File: config.mk
export PLATFORM = sky130hd
export DESIGN_NAME = reg_scoreboard
export DESIGN_NICKNAME = d
export VERILOG_FILES = /design/src/rtl/mycpu_pkg.sv /design/src/rtl/sb_entry.sv /design/src/rtl/reg_scoreboard.sv
export SDC_FILE = /design/constraint.sdc
export NUM_CORES = 1
export LEC_CHECK = 0
export CORE_MARGIN = 2
export CORE_UTILIZATION = 45
export CTS_CLUSTER_SIZE = 12
export DETAILED_ROUTE_END_ITERATION = 10
export MAX_ROUTING_LAYER = met4
export PLACE_DENSITY = 0.68
export REMOVE_ABC_BUFFERS = 1
export SYNTH_ARGS = -nofsm -noshare
export SYNTH_HDL_FRONTEND = slang
export SYNTH_SLANG_ARGS = --single-unit
File: constraint.sdc
create_clock -name clk -period 4.7 [get_ports clk]
set_input_delay 1.175 -clock clk [delete_from_list [all_inputs] [get_ports clk]]
set_output_delay 1.175 -clock clk [all_outputs]
set_load 0.02 [all_outputs]
File: src/rtl/mycpu_pkg.sv
// Shared CPU-wide types: pipeline stage tags, forwarding-select encoding and
// the register scoreboard entry record.
package mycpu_pkg;

    localparam int REG_W    = 5;
    localparam int NUM_REGS = 32;
    localparam int CNT_W    = 2;

    localparam logic [CNT_W-1:0] CNT_MAX = '1;

    // Stage values double as the forwarding-select code, so the mapping is direct.
    typedef enum logic [1:0] {
        STG_IDLE = 2'b00,
        STG_EXE  = 2'b01,
        STG_MEM  = 2'b10,
        STG_WB   = 2'b11
    } stage_e;

    typedef logic [1:0] fwd_sel_t;

    localparam fwd_sel_t FWD_RF  = 2'b00;
    localparam fwd_sel_t FWD_EXE = 2'b01;
    localparam fwd_sel_t FWD_MEM = 2'b10;
    localparam fwd_sel_t FWD_WB  = 2'b11;

    typedef struct packed {
        logic [CNT_W-1:0] count;
        stage_e           stage;
        logic             is_load;
    } sb_state_t;

    localparam sb_state_t SB_IDLE = '{count: '0, stage: STG_IDLE, is_load: 1'b0};

    function automatic fwd_sel_t fwd_of(input sb_state_t e);
        fwd_sel_t sel;
        sel = FWD_RF;
        if (e.count != '0) begin
            case (e.stage)
                STG_EXE: sel = FWD_EXE;
                STG_MEM: sel = FWD_MEM;
                STG_WB:  sel = FWD_WB;
                default: sel = FWD_RF;
            endcase
        end
        return sel;
    endfunction

    // A load still in EXE has no data yet; anything later can be forwarded.
    function automatic logic load_hazard(input sb_state_t e);
        return (e.count != '0) && (e.stage == STG_EXE) && e.is_load;
    endfunction

endpackage

File: src/rtl/sb_entry.sv
// One scoreboard slot: in-flight writer count, youngest-writer stage and
// youngest-writer-is-load bit for a single architectural register.
module sb_entry
    import mycpu_pkg::*;
(
    input  logic      clk,
    input  logic      resetn,
    input  logic      issue_hit,
    input  logic      issue_load,
    input  logic      retire_hit,
    input  logic      es_fire,
    input  logic      ms_fire,
    input  logic      flush,
    output sb_state_t state,
    output logic      overflow
);

    sb_state_t state_q;
    sb_state_t state_d;
    stage_e    stage_adv;

    // NOTE: every always_comb output gets a default first so no path leaves it unassigned (no latch).
    always_comb begin
        stage_adv = state_q.stage;
        // Advance decisions look only at the current stage, so a simultaneous
        // es_fire/ms_fire moves an EXE writer to MEM, never straight to WB.
        case (state_q.stage)
            STG_EXE: if (es_fire) stage_adv = STG_MEM;
            STG_MEM: if (ms_fire) stage_adv = STG_WB;
            default: stage_adv = state_q.stage;
        endcase

        state_d       = state_q;
        state_d.stage = stage_adv;
        overflow      = 1'b0;

        if (flush) begin
            state_d = SB_IDLE;
        end else if (issue_hit && retire_hit) begin
            state_d.stage   = STG_EXE;
            state_d.is_load = issue_load;
        end else if (issue_hit) begin
            if (state_q.count == CNT_MAX) begin
                overflow = 1'b1;
            end else begin
                state_d.count = state_q.count + 1'b1;
            end
            state_d.stage   = STG_EXE;
            state_d.is_load = issue_load;
        end else if (retire_hit) begin
            if (state_q.count <= CNT_W'(1)) begin
                state_d = SB_IDLE;
            end else begin
                state_d.count = state_q.count - 1'b1;
            end
        end
    end

    // NOTE: state updates use non-blocking assignments so all 31 slots see the same pre-edge values.
    always_ff @(posedge clk or negedge resetn) begin
        if (!resetn) begin
            state_q <= SB_IDLE;
        end else begin
            state_q <= state_d;
        end
    end

    assign state = state_q;

endmodule

File: src/rtl/reg_scoreboard.sv
// Register scoreboard for the ID stage: tracks in-flight writers per register
// and produces forwarding selects plus the load-use stall.
module reg_scoreboard
    import mycpu_pkg::*;
(
    input  logic             clk,
    input  logic             resetn,
    input  logic             issue_fire,
    input  logic [REG_W-1:0] issue_dest,
    input  logic             issue_load,
    input  logic             es_fire,
    input  logic             ms_fire,
    input  logic             ws_retire,
    input  logic [REG_W-1:0] ws_dest,
    input  logic             flush,
    input  logic [REG_W-1:0] id_raddr1,
    input  logic [REG_W-1:0] id_raddr2,
    input  logic             id_valid,
    output logic [1:0]       fwd_sel1,
    output logic [1:0]       fwd_sel2,
    output logic             load_stall,
    output logic             sb_overflow
);

    sb_state_t               entries [NUM_REGS];
    logic [NUM_REGS-1:1]     entry_ovf;
    logic                    sb_overflow_q;

    // r0 is hard-wired zero and is never a hazard source.
    assign entries[0] = SB_IDLE;

    generate
        for (genvar r = 1; r < NUM_REGS; r++) begin : g_entry
            sb_entry u_entry (
                .clk        (clk),
                .resetn     (resetn),
                .issue_hit  (issue_fire && (issue_dest == REG_W'(r))),
                .issue_load (issue_load),
                .retire_hit (ws_retire && (ws_dest == REG_W'(r))),
                .es_fire    (es_fire),
                .ms_fire    (ms_fire),
                .flush      (flush),
                .state      (entries[r]),
                .overflow   (entry_ovf[r])
            );
        end
    endgenerate

    // Sticky until reset; flush deliberately leaves it alone so the error survives recovery.
    always_ff @(posedge clk or negedge resetn) begin
        if (!resetn) begin
            sb_overflow_q <= 1'b0;
        end else if (|entry_ovf) begin
            sb_overflow_q <= 1'b1;
        end
    end

    assign sb_overflow = sb_overflow_q;

    always_comb begin
        fwd_sel1   = FWD_RF;
        fwd_sel2   = FWD_RF;
        load_stall = 1'b0;
        if (id_raddr1 != '0) fwd_sel1 = fwd_of(entries[id_raddr1]);
        if (id_raddr2 != '0) fwd_sel2 = fwd_of(entries[id_raddr2]);
        if (id_valid) begin
            load_stall = ((id_raddr1 != '0) && load_hazard(entries[id_raddr1]))
                      || ((id_raddr2 != '0) && load_hazard(entries[id_raddr2]));
        end
    end

endmodule

## Word-level counts from Yosys, hierarchy flattened

Index checks and enable logic that the tools add are counted.

| operators by class | value |
|---|---|
| bitwise operators | 2 |
| multiplexer cells | 478 |
| reductions and logical operators | 260 |
| order comparisons | 33 |
| add/subtract/negate cells | 62 |
| eq/ne operators | 223 |

Operators by type and width:

| operator | number |
|---|---|
| $mux 5 | 97 |
| $mux 2 | 159 |
| $reduce_bool 4->1 | 62 |
| $mux 3 | 62 |
| $eq 5x5->1 const B | 32 |
| $eq 2x2->1 const B | 66 |
| $mux 1 | 125 |
| $pmux 2 s2 | 31 |
| $logic_and 1x1->1 | 99 |
| $ne 3x3->1 const B | 31 |
| $reduce_and 3->1 | 31 |
| $reduce_bool 3->1 | 31 |
| $eq 5x4->1 const B | 16 |
| $eq 2x1->1 const B | 33 |
| $add 2x1->2 const B | 31 |
| $le 2x1->1 const B | 31 |
| $ne 2x2->1 const B | 31 |
| $reduce_and 2->1 | 31 |
| $sub 2x1->2 const B | 31 |
| $bmux 5 s5 | 2 |
| $eq 5x3->1 const B | 8 |
| $reduce_or 31->1 | 1 |
| $eq 5x2->1 const B | 4 |
| $ge 6x6->1 const B | 2 |
| other kinds (6) | 11 |

| word-level totals | value |
|---|---|
| word-level logic and storage cells | 1152 |
| bits in registers | 156 |
| input port bits | 29 |

## Longest topological paths before layout

| depth | value |
|---|---|
| depth in word-level cells | 10 |
| gate-level depth with buffers | 10 |
| depth with buffers taken out | 8 |

## Hierarchy

A second synthesis with hierarchy kept.

| unflattened totals | value |
|---|---|
| cells, all modules | 1662 |
| area, all modules | 15487.4 µm² |

By module, submodules not included:

| module | area an instance (µm²) | cells each | seq. area each (µm²) | instances |
|---|---|---|---|---|
| sb_entry (g_entry[10].u_entry ...) | 406.6 | 42 | 125.1 | 21 |
| sb_entry (g_entry[2].u_entry ...) | 402.9 | 42 | 125.1 | 10 |
| reg_scoreboard | 2919.0 | 360 | 25.0 | 1 |

## Worst setup path after synthesis

Ideal clock, no wire load.

| timing | value |
|---|---|
| path type | in2out |
| start | input id_raddr2[1] |
| end | output load_stall |
| path slack | 0.202 ns |
| stages on the path | 8 |
| arrival time | 3.323 ns |
| data required time | 3.525 ns |
| buffers on the path | 2 |
| cells stage by stage | buf_4 buf_4 mux4_2 mux2i_1 o32ai_1 a211oi_1 and4b_1 a41o_1 |

| on the way | value |
|---|---|
| cells in the longest elaborated chain, start to end | 10 |

Ends and longest elaborated chain:

| element | RTL line | RTL |
|---|---|---|
| from (decl) | reg_scoreboard.sv:17 | `input logic [REG_W-1:0] id_raddr2,` |
| $not 5->6 (not written as such) | reg_scoreboard.sv:68 | `\|\| ((id_raddr2 != '0) && load_hazard(entries[id_raddr2]));` |
| $bmux 5 s5 | reg_scoreboard.sv:68 |  |
| $mux 5 (not written as such) (2 in a row) | reg_scoreboard.sv:68 |  |
| $eq 2x1->1 / $reduce_bool 2->1 (equally long branches) | mycpu_pkg.sv:50 | `return (e.count != '0) && (e.stage == STG_EXE) && e.is_load;` |
| $logic_and 1x1->1 (2 in a row) | mycpu_pkg.sv:50 |  |
| $logic_and 1x1->1 * | reg_scoreboard.sv:68 |  |
| $logic_or 1x1->1 * | reg_scoreboard.sv:68 |  |
| $mux 1 * | reg_scoreboard.sv:66 | `if (id_valid) begin` |
| to (decl) | reg_scoreboard.sv:21 | `output logic load_stall,` |

Every way passes the cells marked *; elsewhere a longest branch is shown, timed or not. The select of a mux whose other input is x is not followed.

## Worst setup path in the final report

| timing | value |
|---|---|
| start | input id_raddr2[0] |
| end | output load_stall |

Same word-level chain as after synthesis.

==> run summary <==
Outcome: completed
Most frequent cells after synthesis: 281 x nor2_1, 174 x inv_1, 156 x dfrtp_1, 155 x ha_1, 150 x a21oi_1
Antenna violations before repair: 3
DR iter-0 viols: 1677
Wire per inst: 22.8 µm
Largest net degree at the start of global routing: 93
Hold WC Path Type: register to register
P&R area growth vs syn: 13.0%
Fmax achieved: 216 MHz
Mapped Avg Cell Area: 8.23 µm²
Row cnt: 65
Synth async-reset ratio: 1.00
Number of fill cells: 2968
Total wire length: 51400 µm
Worst vdd ir: 246 µV
Layout cells sized above 1: 0.109
First-pass GRT wire length: 79900 µm
Most used flip-flop cell after synthesis: dfrtp_1
Yosys reg bits: 156
Final worst path period need: 4640 ps
Post-synth top area cell: dfrtp_1
Post-synth EDFFs: 0
Comb pwr share: 0.136
Total Routing Usage GR: 0.323
Slew Limit Fails: 0
Worst EP required: 3520 ps
Mapped Area: 0.0146 mm²
Fin crit share: 0.986
Post-synth cell types: 72
RSZ-0062 raised after global routing: false
Skew final: 10.8 ps
CTS tree: built
Initial Util: 0.460
Final net count: 2021
Seq/Total Area, Yosys: 0.268
Count leader, synth: nor2_1
Lkg Pwr: 6.44 nW
CTS max path bufs: 2
# H-tree levels: 4
Clock Power Share: 0.451
Hold-critical path depth: 1
Register cell area after layout: 0.00390 mm²
DRC: 0
Area of the multi-input gates: 0.00968 mm²
Power density over cell area: 202 mW/mm²
Clock sink count: 156
Die ar.: 0.0339 mm²
Critical path type: input pin to output port
Root Driver: clkbuf_16
Critical path startpoint category: input pin
DIE HEIGHT: 184 µm
Via density: 6.25
Final ANT Viol Nets: 0
Drt first pass iters: 6
TritonCTS Buffers: 17
Final instance area: 0.0165 mm²
Hold violation total from the final report: 0
Maxcap violations: 0
Largest cells by area after synthesis: dfrtp_1 27%, ha_1 13%, mux4_2 7.9%
Sw Pwr: 931 µW
Placed inst area: 0.0158 mm²
Sw frac: 0.280
FF-to-FF path depth: 7
Tightest Pin Transition: 955 ps
Post-Synthesis Cells: 1772
Worst-path clk slew: 70 ps
Yosys Warn Count: 0
Boundary pin count: 35
Vias in the first global route: 13500
Count of final setup violators: 0
Arr. time, crit path: 3460 ps
Sequential group share of total power: 0.413
Yosys top cell area share: 0.268
Crit path max fanout: 9
Hold buffer count at cts: 0
Via count: 14100
Global route overflow: 0
Post-DP HPWL: 38700 µm
Final Wtd Congestion: 1.02
Slew headroom: 0.363
Internal power: 2.39 mW
Worst-Skew Late Latency: 470 ps
CP endpoint kind: output port
Dpl cells: 2219
Die Span X: 184 µm
Port bufs: 34
Non-filler cells, final: 2254
Core area: 0.0317 mm²
per-layer routing:
| layer | share of wire | up-vias | global-route usage |
|---|---|---|---|
| met1 | 0.43 | 6863 | 0.421 |
| met3 | 0.086 | 131 | 0.0709 |
| li1 | - | 6465 | - |
| met2 | 0.46 | 631 | 0.496 |
| met4 | 0.032 | 0 | 0.116 |
| met5 | 0 | - | - |
metrics by stage:
stage          setup TNS, ps  setup slack [ps]  total power, mW   util  hold slack [ps]
2_1_floorplan              0               350             1.55      -              515
3_3_place_gp           -1920              -560             1.83  0.498              458
3_5_place_dp           -1980              -602             1.83  0.498              466
4_1_cts                 -147              -147             3.33  0.518              485
5_1_grt                    0              6.90             3.42  0.519              495
6_report                   0              64.4             3.32  0.519              478
worst max-delay path, stage by stage:
cell      delay [ps]
clkbuf_4         260
mux4_1           640
mux4_2           470
o211ai_1         180
a211oi_1          80
and4b_1          230
a41o_1           250
buf_4            160
final cells by class:
class	instances	share of cell area
antenna	3	0.000456
multi-input combinational	1360	0.588
tap	402	0.0305
sequential	156	0.237
clock inverter	10	0.00851
timing repair buffer	123	0.0661
clock buffer	21	0.0286
inverter	179	0.0410
power groups by stage:
| stage | combinational [mW] | sequential, mW | clock, mW |
|---|---|---|---|
| 2_1_floorplan | 0.163 | 1.39 | 0 |
| 3_3_place_gp | 0.434 | 1.39 | 0 |
| 3_5_place_dp | 0.439 | 1.39 | 0 |
| 4_1_cts | 0.441 | 1.37 | 1.52 |
| 5_1_grt | 0.480 | 1.37 | 1.57 |
| 6_report | 0.451 | 1.37 | 1.50 |
cells by family after synthesis:
| group | synth area share |
|---|---|
| AOI/OAI and AO/OA | 0.208 |
| xor gates and xnor gates | 0.0306 |
| adders and majority gates | 0.133 |
| buffers and inverters | 0.0696 |
| DFF | 0.268 |
| muxes | 0.0936 |
| and+or+nand+nor | 0.198 |
path summary, 6_finish.rpt:
kind	from	slack, ps	endpoint
min in group asynchronous	resetn	790	g_entry[11].u_entry.state[1]
hold / removal	sb_overflow	480	sb_overflow
setup reg to reg	g_entry[30].u_entry.state[3]	1970	sb_overflow
setup / recovery	id_raddr2[0]	60	load_stall
hold reg to reg	sb_overflow	480	sb_overflow
max in group asynchronous	resetn	2990	g_entry[16].u_entry.state[0]
layout by cell type (no fill, tap or decap), types with 24 or more instances in the layout:
master,netlist,layout
o211ai_1,29,29
nor3_1,40,40
nand2_1,130,130
inv_1,174,174
a211oi_1,62,61
a21oi_1,150,150
nor4_1,32,32
dfrtp_1,156,156
o311a_1,24,24
xnor2_1,42,42
mux4_2,51,51
buf_4,6,82
nor2_1,281,281
nor2b_1,44,44
nand3_1,28,28
o21ai_0,109,109
ha_1,155,155
a21o_1,24,24
registers in the layout, indices dropped and copies added (netlist names):
signal                 flops
g_entry.u_entry.state    155
sb_overflow                1
what timing repair did:
action | CTS | global route
buffers inserted | 1 | 0
pin swaps | 1 | 3
setup endpoints to repair | 5 | 5
resized for setup | 15 | 13
Power figures use the tool's default switching activity.
